$ cat src/rtl/uart_tx_framed.sv
// UART transmitter with one-word holding register and configurable framing.
// Line changes only on bit-rate ticks; back-to-back frames need no idle bits.
module uart_tx_framed #(
    parameter int DATA_BITS  = 8,
    parameter int PARITY_EN  = 0,
    parameter int PARITY_ODD = 0,
    parameter int STOP_BITS  = 1
) (
    input  logic                 clk,
    input  logic                 reset,
    input  logic                 i_clk_tx,
    input  logic                 i_valid,
    input  logic [DATA_BITS-1:0] i_data,
    output logic                 o_ready,
    output logic                 o_txd,
    output logic                 o_busy,
    output logic                 o_done
);

    typedef enum logic [2:0] {
        IDLE,
        START,
        DATA,
        PARITY,
        STOP
    } state_t;

    state_t               state;
    logic [DATA_BITS-1:0] hold;
    logic [DATA_BITS-1:0] shreg;
    logic                 hold_full;
    logic                 par;
    logic [3:0]           bit_cnt;
    logic                 stop_cnt;
    logic                 last_bit;
    logic                 last_stop;

    assign last_bit  = (bit_cnt == 4'(DATA_BITS - 1));
    assign last_stop = (stop_cnt == 1'(STOP_BITS - 1));
    assign o_ready   = ~hold_full;

    always_ff @(posedge clk) begin
        if (reset) begin
            state     <= IDLE;
            o_txd     <= 1'b1;
            o_busy    <= 1'b0;
            o_done    <= 1'b0;
            hold_full <= 1'b0;
            hold      <= '0;
            shreg     <= '0;
            par       <= 1'b0;
            bit_cnt   <= '0;
            stop_cnt  <= 1'b0;
        end else begin
            o_done <= 1'b0;
            // Accept needs hold_full=0, reload needs hold_full=1: never both.
            if (i_valid && !hold_full) begin
                hold      <= i_data;
                hold_full <= 1'b1;
            end
            if (i_clk_tx) begin
                unique case (state)
                    IDLE: begin
                        if (hold_full) begin
                            shreg     <= hold;
                            hold_full <= 1'b0;
                            o_txd     <= 1'b0;
                            o_busy    <= 1'b1;
                            state     <= START;
                        end
                    end
                    START: begin
                        o_txd   <= shreg[0];
                        shreg   <= shreg >> 1;
                        par     <= (^shreg) ^ (PARITY_ODD != 0);
                        bit_cnt <= '0;
                        state   <= DATA;
                    end
                    DATA: begin
                        if (!last_bit) begin
                            o_txd   <= shreg[0];
                            shreg   <= shreg >> 1;
                            bit_cnt <= bit_cnt + 4'd1;
                        end else if (PARITY_EN != 0) begin
                            o_txd <= par;
                            state <= PARITY;
                        end else begin
                            o_txd    <= 1'b1;
                            stop_cnt <= 1'b0;
                            state    <= STOP;
                        end
                    end
                    PARITY: begin
                        o_txd    <= 1'b1;
                        stop_cnt <= 1'b0;
                        state    <= STOP;
                    end
                    STOP: begin
                        if (!last_stop) begin
                            stop_cnt <= stop_cnt + 1'b1;
                            o_txd    <= 1'b1;
                        end else begin
                            o_done <= 1'b1;
                            if (hold_full) begin
                                shreg     <= hold;
                                hold_full <= 1'b0;
                                o_txd     <= 1'b0;
                                state     <= START;
                            end else begin
                                o_txd  <= 1'b1;
                                o_busy <= 1'b0;
                                state  <= IDLE;
                            end
                        end
                    end
                    default: state <= IDLE;
                endcase
            end
        end
    end

endmodule

$ cat config.mk
export PLATFORM = sky130hd
export DESIGN_NAME = uart_tx_framed
export DESIGN_NICKNAME = d
export VERILOG_FILES = /design/src/rtl/uart_tx_framed.sv
export SDC_FILE = /design/constraint.sdc
export NUM_CORES = 1
export LEC_CHECK = 0
export ABC_AREA = 1
export CAP_MARGIN = 20
export CELL_PAD_IN_SITES_DETAIL_PLACEMENT = 1
export CELL_PAD_IN_SITES_GLOBAL_PLACEMENT = 1
export CORE_ASPECT_RATIO = 0.7
export CORE_UTILIZATION = 43
export CTS_BUF_LIST = sky130_fd_sc_hd__clkbuf_4 sky130_fd_sc_hd__clkbuf_8
export DETAILED_ROUTE_END_ITERATION = 10
export GPL_TIMING_DRIVEN = 0
export PLACE_DENSITY = 0.92
export SYNTH_ARGS = -nofsm -noshare
export SYNTH_HDL_FRONTEND = slang
export SYNTH_SLANG_ARGS = --single-unit
export TNS_END_PERCENT = 50
$ cat constraint.sdc
create_clock -name clk -period 2.73 [get_ports clk]
set_input_delay 0.546 -clock clk [delete_from_list [all_inputs] [get_ports clk]]
set_output_delay 0.546 -clock clk [all_outputs]
set_load 0.005 [all_outputs]
# After elaboration in Yosys (flattened, before gate mapping)
# Index checks and enable logic that the tools add are counted.
[word_totals]
reg_bits = 28
output_inout_bits = 4
input_bits = 12
[op_classes]
n_eq_ne = 10
bitwise = 3
reduce_logical = 15
n_addsub = 2
mux = 29
[ops]
columns = ["operator", "count"]
rows = [
  ["one-hot mux 8 bit (4 select lines)", 1],
  ["two-way mux 8 bit", 3],
  ["two-way mux 1 bit", 15],
  ["one-hot mux 3 bit (5 select lines)", 1],
  ["inequality test 2 bit, second input constant", 5],
  ["two-way mux 3 bit", 3],
  ["AND reduction 3 bit", 3],
  ["one-hot mux 4 bit (2 select lines)", 1],
  ["AND reduction 4 bit", 2],
  ["== test 3 x 2 -> 1 bit, second input constant", 2],
  ["one-hot mux 1 bit (5 select lines)", 1],
  ["AND reduction 5 bit", 1],
  ["nonzero test 5 bit", 1],
  ["adder 4 x 1 -> 4 bit, second input constant", 1],
  ["== test 4 x 3 -> 1 bit, second input constant", 1],
  ["two-way mux 4 bit", 1],
  ["one-hot mux 1 bit (2 select lines)", 2],
  ["nonzero test 2 bit", 2],
  ["nonzero test 4 bit", 1],
  ["== test 3 x 1 -> 1 bit, second input constant", 1],
  ["== test 3 bit, second input constant", 1],
  ["zero test 3 bit", 1],
  ["NOT 1 bit", 3],
  ["one-hot mux 1 bit (3 select lines)", 1],
  ["other kinds (5)", 5],
]

# Longest topological paths before layout
# Gate-level depths: netlist (run 1).
[depth]
depth_word = 7
mapped_depth = 9
mapped_depth_nobuf = 8

# Worst setup path before layout (run 1)
# OpenSTA, ideal clock, no wires.
[synth_timing]
path_type = "reg-to-reg"
from = "register bit_cnt[0]"
to = "register shreg[5]"
arrival_ns = 1.238
path_buffers = 1
path_stages_with_launch = 10
setup_slack_ns = 1.379
path_cell_list = "dfxtp_1 ha_1 nand3_1 nor2_1 nor2_4 nand2_4 buf_6 nand2_2 nand2_1 nor2_1"
[synth_between]
elab_chain_cells = 3
[synth_rtl]
columns = ["element", "line_no", "source"]
rows = [
  ["from (decl)", "33", "logic [3:0] bit_cnt;"],
  ["from (signal assigned)", "83", "bit_cnt <= bit_cnt + 4'd1;"],
  ["== test 4 x 3 -> 1 bit", "38", "assign last_bit = (bit_cnt == 4'(DATA_BITS - 1));"],
  ["inequality test 2 bit (no line)", "n/a", ""],
  ["AND reduction 4 bit (no line)", "n/a", ""],
  ["to (signal assigned)", "65", "shreg <= hold;"],
  ["to (signal assigned)", "74", "shreg <= shreg >> 1;"],
  ["to (signal assigned)", "82", "shreg <= shreg >> 1;"],
  ["to (decl)", "30", "logic [DATA_BITS-1:0] shreg;"],
]
# Every way passes these cells.
# A chain may end at the register's enable or synchronous reset.

# Worst setup path in the final report (run 1)
[layout_timing]
from = "register hold_full"
to = "output o_ready"
[layout_between]
elab_chain_cells = 1
[layout_rtl]
columns = ["element", "line_no", "source"]
rows = [
  ["from (decl)", "31", "logic hold_full;"],
  ["from (signal assigned)", "48", "hold_full <= 1'b0;"],
  ["from (signal assigned)", "59", "hold_full <= 1'b1;"],
  ["from (signal assigned)", "66", "hold_full <= 1'b0;"],
  ["NOT 1 bit", "40", "assign o_ready = ~hold_full;"],
  ["to (decl)", "14", "output logic o_ready,"],
]
# Every way passes these cells.

==> summary.txt, run 1 <==
Synthesis
  • Synth Area in XOR/XNOR: 0
  • Adder-Cell Fraction of Synth Area: 0.00934
  • Cell Area, Synth: 0.00134 mm^2
  • Top-count cell post-synth: nand2_1
  • Synthesis Warnings: 0
  • Largest family of logic cells by synthesized area: simple AND/OR/NAND/NOR gates
  • Synth area leader: dfxtp_1
  • Synth cell count leaders: nand2_1, nor2_1, dfxtp_1
  • Dominant synthesized flop cell: dfxtp_1
  • Syn Area/Cell: 6.63 um^2
  • Post-synthesis cell count: 202
  • Number of synthesized flops with an enable pin: 0
  • Post-synthesis sequential area ratio: 0.403
  • Netlist cell types: 26
  • Seq cells post-synth: 27
  • Compound-Gate Fraction of Synth Area: 0.109
  • Simple-gate share of the synthesized area: 0.382
  • Top post-synthesis cells by area: dfxtp_1, nand2_1, nor2_1
  • Yosys top cell area share: 0.403
  • Asr flop ratio synth: 0
  • Mux contribution to synthesized area: 0
  • Post-Syn Nets: 215

Route
  • Post-DR wirelength/cell: 14.1 um
  • Post-Route WL: 3.62 mm
  • 1st-pass router iterations: 4
  • Iter 0 DRT Violations: 43
  • Final ANT Viol Nets: 0
  • Via count: 1323
  • Residual DRC count: 0
  • Vias per Instance: 5.17

Clock tree
  • Clock root buffer: clkbuf_8
  • Clock buffer depth: 2
  • Register clock-pin slew on the reported worst setup and hold paths: 0.09 ns
  • # hold bufs at CTS: 0
  • Clock Latency Late Sink: 0.27 ns
  • Postcts setup bufs: 0
  • CTS tree: built
  • Inserted Clock Buffers: 3
  • CTS H-tree lvls: 1
  • PostCTS Resize Cnt: 0
  • Clock sinks: 27

STA
  • Final TNS setup: 0 ns
  • FMAX: 550 MHz
  • Final hold violation count: 0
  • Final setup vio count: 0
  • Final Cycle Share: 0.666
  • Max Clock Skew: 0.00575 ns
  • Fin. max-slew vios: 0
  • Headroom to the max-slew limit: 0.729
  • Setup repair after global routing missed its margin: no
  • Worst Tran Pin Value: 0.407 ns
  • Final setup margin: 0.911 ns
  • Minimum clock period: 1.82 ns
  • Hold_ws: 0.469 ns

Worst hold path
  • Worst min path class: register to register
  • Worst Min Path Start: o_busy
  • Hold Path Depth: 2
  • WHS Endpoint: o_busy

Setup path
  • Slowest cell on the critical path: clkdlybuf4s50_1
  • Crit path max fanout: 4
  • FF-to-FF setup slack: 1.06 ns
  • Worst EP required: 2.18 ns
  • Sequence of cells on the critical path: inv_1, clkdlybuf4s50_1
  • CP Capture Type: primary output
  • Crit path largest cell delay: 0.53 ns
  • R2r worst-path depth: 9
  • Reg2reg end: shreg[6]
  • Arrival @ worst endpoint: 1.27 ns
  • Reg2reg start: bit_cnt[0]
  • Critical path class: register to primary output
  • CP Launch Type: register

Placed design
  • Detailed Place HPWL: 2.68 mm
  • Post-Place Worst Slack: 0.722 ns
  • Placed cells: 252
  • Post-DP Area: 0.00153 mm^2
  • PortBufs: 14
  • GP Congestion: 0.825

Global routing
  • Met1 usage in global routing: 0.344
  • Largest net degree at the start of global routing: 15
  • Met3 usage: 0.0590
  • Grt total ovfl: 0
  • Most used routing layer: met2
  • Vias in the first global route: 1389
  • GRT Overall Usage: 0.251
  • Initial antenna violation count: 0
  • First-pass GRT wire length: 6.26 mm
  • M2 GR Usage: 0.404

Floorplan
  • Chip height: 48.7 um
  • Die W: 68.7 um
  • Core Rows: 16
  • Io pins: 16
  • Starting Density: 0.465
  • Die Area: 0.00335 mm^2
  • Core ar.: 0.00288 mm^2

Layout
  • Final core utilization: 0.546
  • Design Area, Final: 0.00157 mm^2
  • Non-Filler Instances: 256
  • Fill cells: 406
  • Antenna diode count: 0
  • Layout cells sized above 1: 0.0909
  • Final net count: 234
  • Area Growth Syn to Fin: 17.5%

Pwr
  • Sw Ratio: 0.315
  • Internal cell power: 631 uW
  • P_sw: 290 uW
  • Clk network pwr share: 0.259
  • Pleak: 0.710 nW
  • Pwr Density: 585 mW/mm^2
  • Comb power frac: 0.248
  • Final Power: 921 uW
  • VDD IR max: 312 uV
  • Seq pwr share: 0.493

Run status
  • Status: finished, final reports clean

Run
  • Maxcap violations: 0
## per-layer routing
| layer | part of all wire | vias up | wire length [um] |
|---|---|---|---|
| li1 | - | 665 | - |
| met1 | 0.48 | 619 | 1750 |
| met2 | 0.46 | 35 | 1680 |
| met3 | 0.045 | 4 | 163 |
| met4 | 0.0083 | 0 | 30 |
| met5 | 0 | - | 0 |
## how the worst max path moves through the flow
stage | to | slack (ns) | from
3_3_place_gp | shreg[3] | 0.78 | i_clk_tx
3_5_place_dp | shreg[1] | 0.72 | i_clk_tx
2_1_floorplan | shreg[5] | 1.38 | bit_cnt[0]
6_report | o_ready | 0.91 | hold_full
5_1_grt | o_ready | 0.84 | hold_full
4_1_cts | o_ready | 0.90 | hold_full
## power by group through the flow
| stage | Clock [mW] | Sequential [mW] | Combinational [mW] |
|---|---|---|---|
| final | 0.238 | 0.454 | 0.228 |
| after global routing | 0.266 | 0.458 | 0.258 |
| after CTS | 0.242 | 0.454 | 0.229 |
| after detailed placement | 0 | 0.462 | 0.224 |
| after global placement | 0 | 0.459 | 0.209 |
| after floorplan | 0 | 0.456 | 0.157 |
## placed cells by master, fill, tap and decap left out, drive strengths merged
cell type      instances
a21oi                  9
buf                    4
clkbuf                 6
clkdlybuf4s50         14
dfxtp                 27
ha                     1
inv                   25
nand2                 54
nand3                 12
nand3b                 1
nand4                  3
nor2                  44
nor3                   1
o21ai                 18
o21bai                 1
## state kept, by name (all words and copies together) (netlist names)
signal / count
hold: 8
shreg: 8
bit_cnt: 4
state: 3
hold_full: 1
o_busy: 1
o_done: 1
o_txd: 1
## worst max-delay path, delay by kind of cell (launching register included)
kind	cells	cell delay, ns
buffers and inverters	2	0.66
flip-flops	1	0.34
## layout make-up
type	instances	area [um^2]	share of cell area
multi-input cells	144	671	0.426
flip-flops and latches	27	541	0.343
repair buffers	14	140	0.0890
inverters	25	96.3	0.0612
clock buffers	4	48.8	0.0310
well taps	36	45.0	0.0286
plain buffers	6	32.5	0.0207
## cell families (layout without fill, tap and decap cells)
group	after synthesis	after routing
compound gates	28	28
buf+inv	31	49
simple gates	115	115
flops	27	27
fa+ha+maj	1	1
Power figures use the tool's default switching activity.
==> run 2: changes to the inputs <==
--- a/config.mk
+++ b/config.mk
@@ -10,11 +10,11 @@
 export CELL_PAD_IN_SITES_DETAIL_PLACEMENT = 1
 export CELL_PAD_IN_SITES_GLOBAL_PLACEMENT = 1
 export CORE_ASPECT_RATIO = 0.7
-export CORE_UTILIZATION = 43
+export CORE_UTILIZATION = 40
 export CTS_BUF_LIST = sky130_fd_sc_hd__clkbuf_4 sky130_fd_sc_hd__clkbuf_8
 export DETAILED_ROUTE_END_ITERATION = 10
 export GPL_TIMING_DRIVEN = 0
-export PLACE_DENSITY = 0.92
+export PLACE_DENSITY = 0.87
 export SYNTH_ARGS = -nofsm -noshare
 export SYNTH_HDL_FRONTEND = slang
 export SYNTH_SLANG_ARGS = --single-unit
==> constraint.sdc (replaced) <==
create_clock -name clk -period 1.74 [get_ports clk]
set_input_delay 0.348 -clock clk [delete_from_list [all_inputs] [get_ports clk]]
set_output_delay 0.348 -clock clk [all_outputs]
set_load 0.005 [all_outputs]
==> run 2 against run 1 <==
Compared with the run above:
- hold slack lost 0.023 ns
- largest cell class unchanged
- critical endpoint unchanged
- sequential power rose by 57%
- via count about the same
- global-route usage shrank 2.0 points
- clock power is 58% higher
- non-clock buffer count is the same
- die area increased by 7.2%
- sequential share of layout area fell by 0.054 points
==> summary.txt, run 2 (same netlist as run 1, synthesis figures left out) <==
STA
  • Final hold violation count: 0 (unchanged)
  • Headroom to the max-slew limit: 0.722 (-0.00664)
  • Worst Tran Pin Value: 0.417 ns (+0.00996 ns)
  • Max Clock Skew: 0.00969 ns (+0.00394 ns)
  • Final TNS setup: 0 ns (unchanged)
  • Setup repair after global routing missed its margin: no
  • Final setup margin: 0.0875 ns (-0.823 ns)
  • Hold_ws: 0.445 ns (-0.0232 ns)
  • Minimum clock period: 1.65 ns
  • Fin. max-slew vios: 0 (unchanged)
  • Final setup vio count: 0 (unchanged)
  • Final Cycle Share: 0.950
  • FMAX: 605 MHz

Placed design
  • Post-Place Worst Slack: -0.0544 ns (-0.776 ns)
  • GP Congestion: 0.797 (-3.3%)
  • Detailed Place HPWL: 2.80 mm (+4.3%)
  • PortBufs: 14 (unchanged)
  • Post-DP Area: 0.00153 mm^2 (+0.16%)

Clock tree
  • Clock sinks: 27 (unchanged)
  • Register clock-pin slew on the reported worst setup and hold paths: 0.09 ns (about the same)
  • CTS tree: built
  • Inserted Clock Buffers: 3 (unchanged)
  • PostCTS Resize Cnt: 0 (unchanged)
  • CTS H-tree lvls: 1 (unchanged)
  • Clock root buffer: clkbuf_8
  • Clock Latency Late Sink: 0.28 ns (about the same)
  • Clock buffer depth: 2 (unchanged)
  • Postcts setup bufs: 0 (unchanged)
  • # hold bufs at CTS: 0 (unchanged)

Pwr
  • VDD IR max: 560 uV (+79%)
  • Pleak: 0.710 nW (unchanged)
  • Pwr Density: 915 mW/mm^2 (+56%)

Floorplan
  • Core ar.: 0.00317 mm^2 (+9.9%)
  • Core Rows: 17 (+1)
  • Starting Density: 0.423 (-0.0420)
  • Die Area: 0.00359 mm^2 (+7.2%)
  • Die W: 71.2 um (+3.6%)
  • Io pins: 16 (unchanged)
  • Chip height: 50.4 um (+3.5%)

Run status
  • Status: finished, final reports clean

Route
  • Post-DR wirelength/cell: 14.2 um (+0.40%)
  • Final ANT Viol Nets: 0 (unchanged)
  • Residual DRC count: 0 (unchanged)
  • Iter 0 DRT Violations: 65 (+51%)
  • 1st-pass router iterations: 4 (unchanged)
  • Post-Route WL: 3.66 mm (+1.2%)
  • Via count: 1322 (-0.076%)
  • Vias per Instance: 5.12 (-0.85%)

Setup path
  • Crit path max fanout: 4 (unchanged)
  • Worst EP required: 1.39 ns (-0.79 ns)
  • CP Capture Type: primary output
  • Critical path class: register to primary output
  • Slowest cell on the critical path: clkdlybuf4s50_1
  • Crit path largest cell delay: 0.53 ns (about the same)
  • FF-to-FF setup slack: 0.14 ns (-0.92 ns)
  • CP Launch Type: register
  • Arrival @ worst endpoint: 1.30 ns (+0.03 ns)
  • Sequence of cells on the critical path: inv_1, clkdlybuf4s50_1

Global routing
  • Initial antenna violation count: 0 (unchanged)
  • Vias in the first global route: 1356 (-2.4%)
  • Largest net degree at the start of global routing: 15 (unchanged)
  • GRT Overall Usage: 0.231 (-0.0198)
  • First-pass GRT wire length: 6.16 mm (-1.6%)
  • Grt total ovfl: 0 (unchanged)

Layout
  • Commonest non-fill, non-tap cell in the layout: nand2_1
  • Layout cells sized above 1: 0.0909 (unchanged)
  • Largest registers: hold: 8 flops, shreg: 8 flops, bit_cnt: 4 flops
  • Commonest cells after routing, fill and taps aside: nand2_1, nor2_1, dfxtp_1
  • Final net count: 234 (unchanged)
  • Antenna diode count: 0 (unchanged)
  • Final core utilization: 0.497 (-0.0486)
  • Fill cells: 429 (+5.7%)
  • Area Growth Syn to Fin: 17.6%
  • Design Area, Final: 0.00158 mm^2 (+0.16%)

Run
  • Maxcap violations: 0 (unchanged)

Worst hold path
  • Worst min path class: input port to register
## run 2: routing by layer
layer,vias up,routed length (um),share of wire,GRT usage
met1,620,1620,0.44,0.265
li1,663,-,-,-
met3,7,183,0.050,0.0462
met2,32,1800,0.49,0.424
met5,-,0,0,0
met4,0,56,0.015,0.0900
## run 2: final cells by class
type / instances / area [um^2] / area share
Timing Repair Buffer: 14 / 140 / 0.0889
Clock buffer: 4 / 48.8 / 0.0310
Inverter: 25 / 96.3 / 0.0611
Multi-Input combinational cell: 144 / 671 / 0.425
Buffer: 6 / 32.5 / 0.0206
Sequential cell: 27 / 541 / 0.343
Tap cell: 38 / 47.5 / 0.0302
## run 2: final timing paths
path / start / endpoint / cells after the start
worst min-delay path: reset / bit_cnt[1] / 2
worst min register to register: o_busy / o_busy / 2
worst max register to register: bit_cnt[1] / shreg[5] / 9
worst max-delay path: hold_full / o_ready / 2
## run 2: through the flow
stage | power, mW | std cells
6_report | 1.44 | 258
5_1_grt | 1.53 | 258
4_1_cts | 1.45 | 258
3_5_place_dp | 1.08 | 254
3_3_place_gp | 1.05 | 254
2_1_floorplan | 0.961 | 202
## run 2: power breakdown
group / leakage, nW / switching [mW] / internal, mW
Sequential: 0.222 / 0.0362 / 0.675
Combinational: 0.462 / 0.222 / 0.136
Clock: 0.0262 / 0.195 / 0.180
Total: 0.710 / 0.452 / 0.990
## run 2: critical path: cells and delay by family, from the launching register on
| family | cells | cell delay (ns) |
|---|---|---|
| buffers and inverters | 2 | 0.69 |
| flip-flops | 1 | 0.35 |
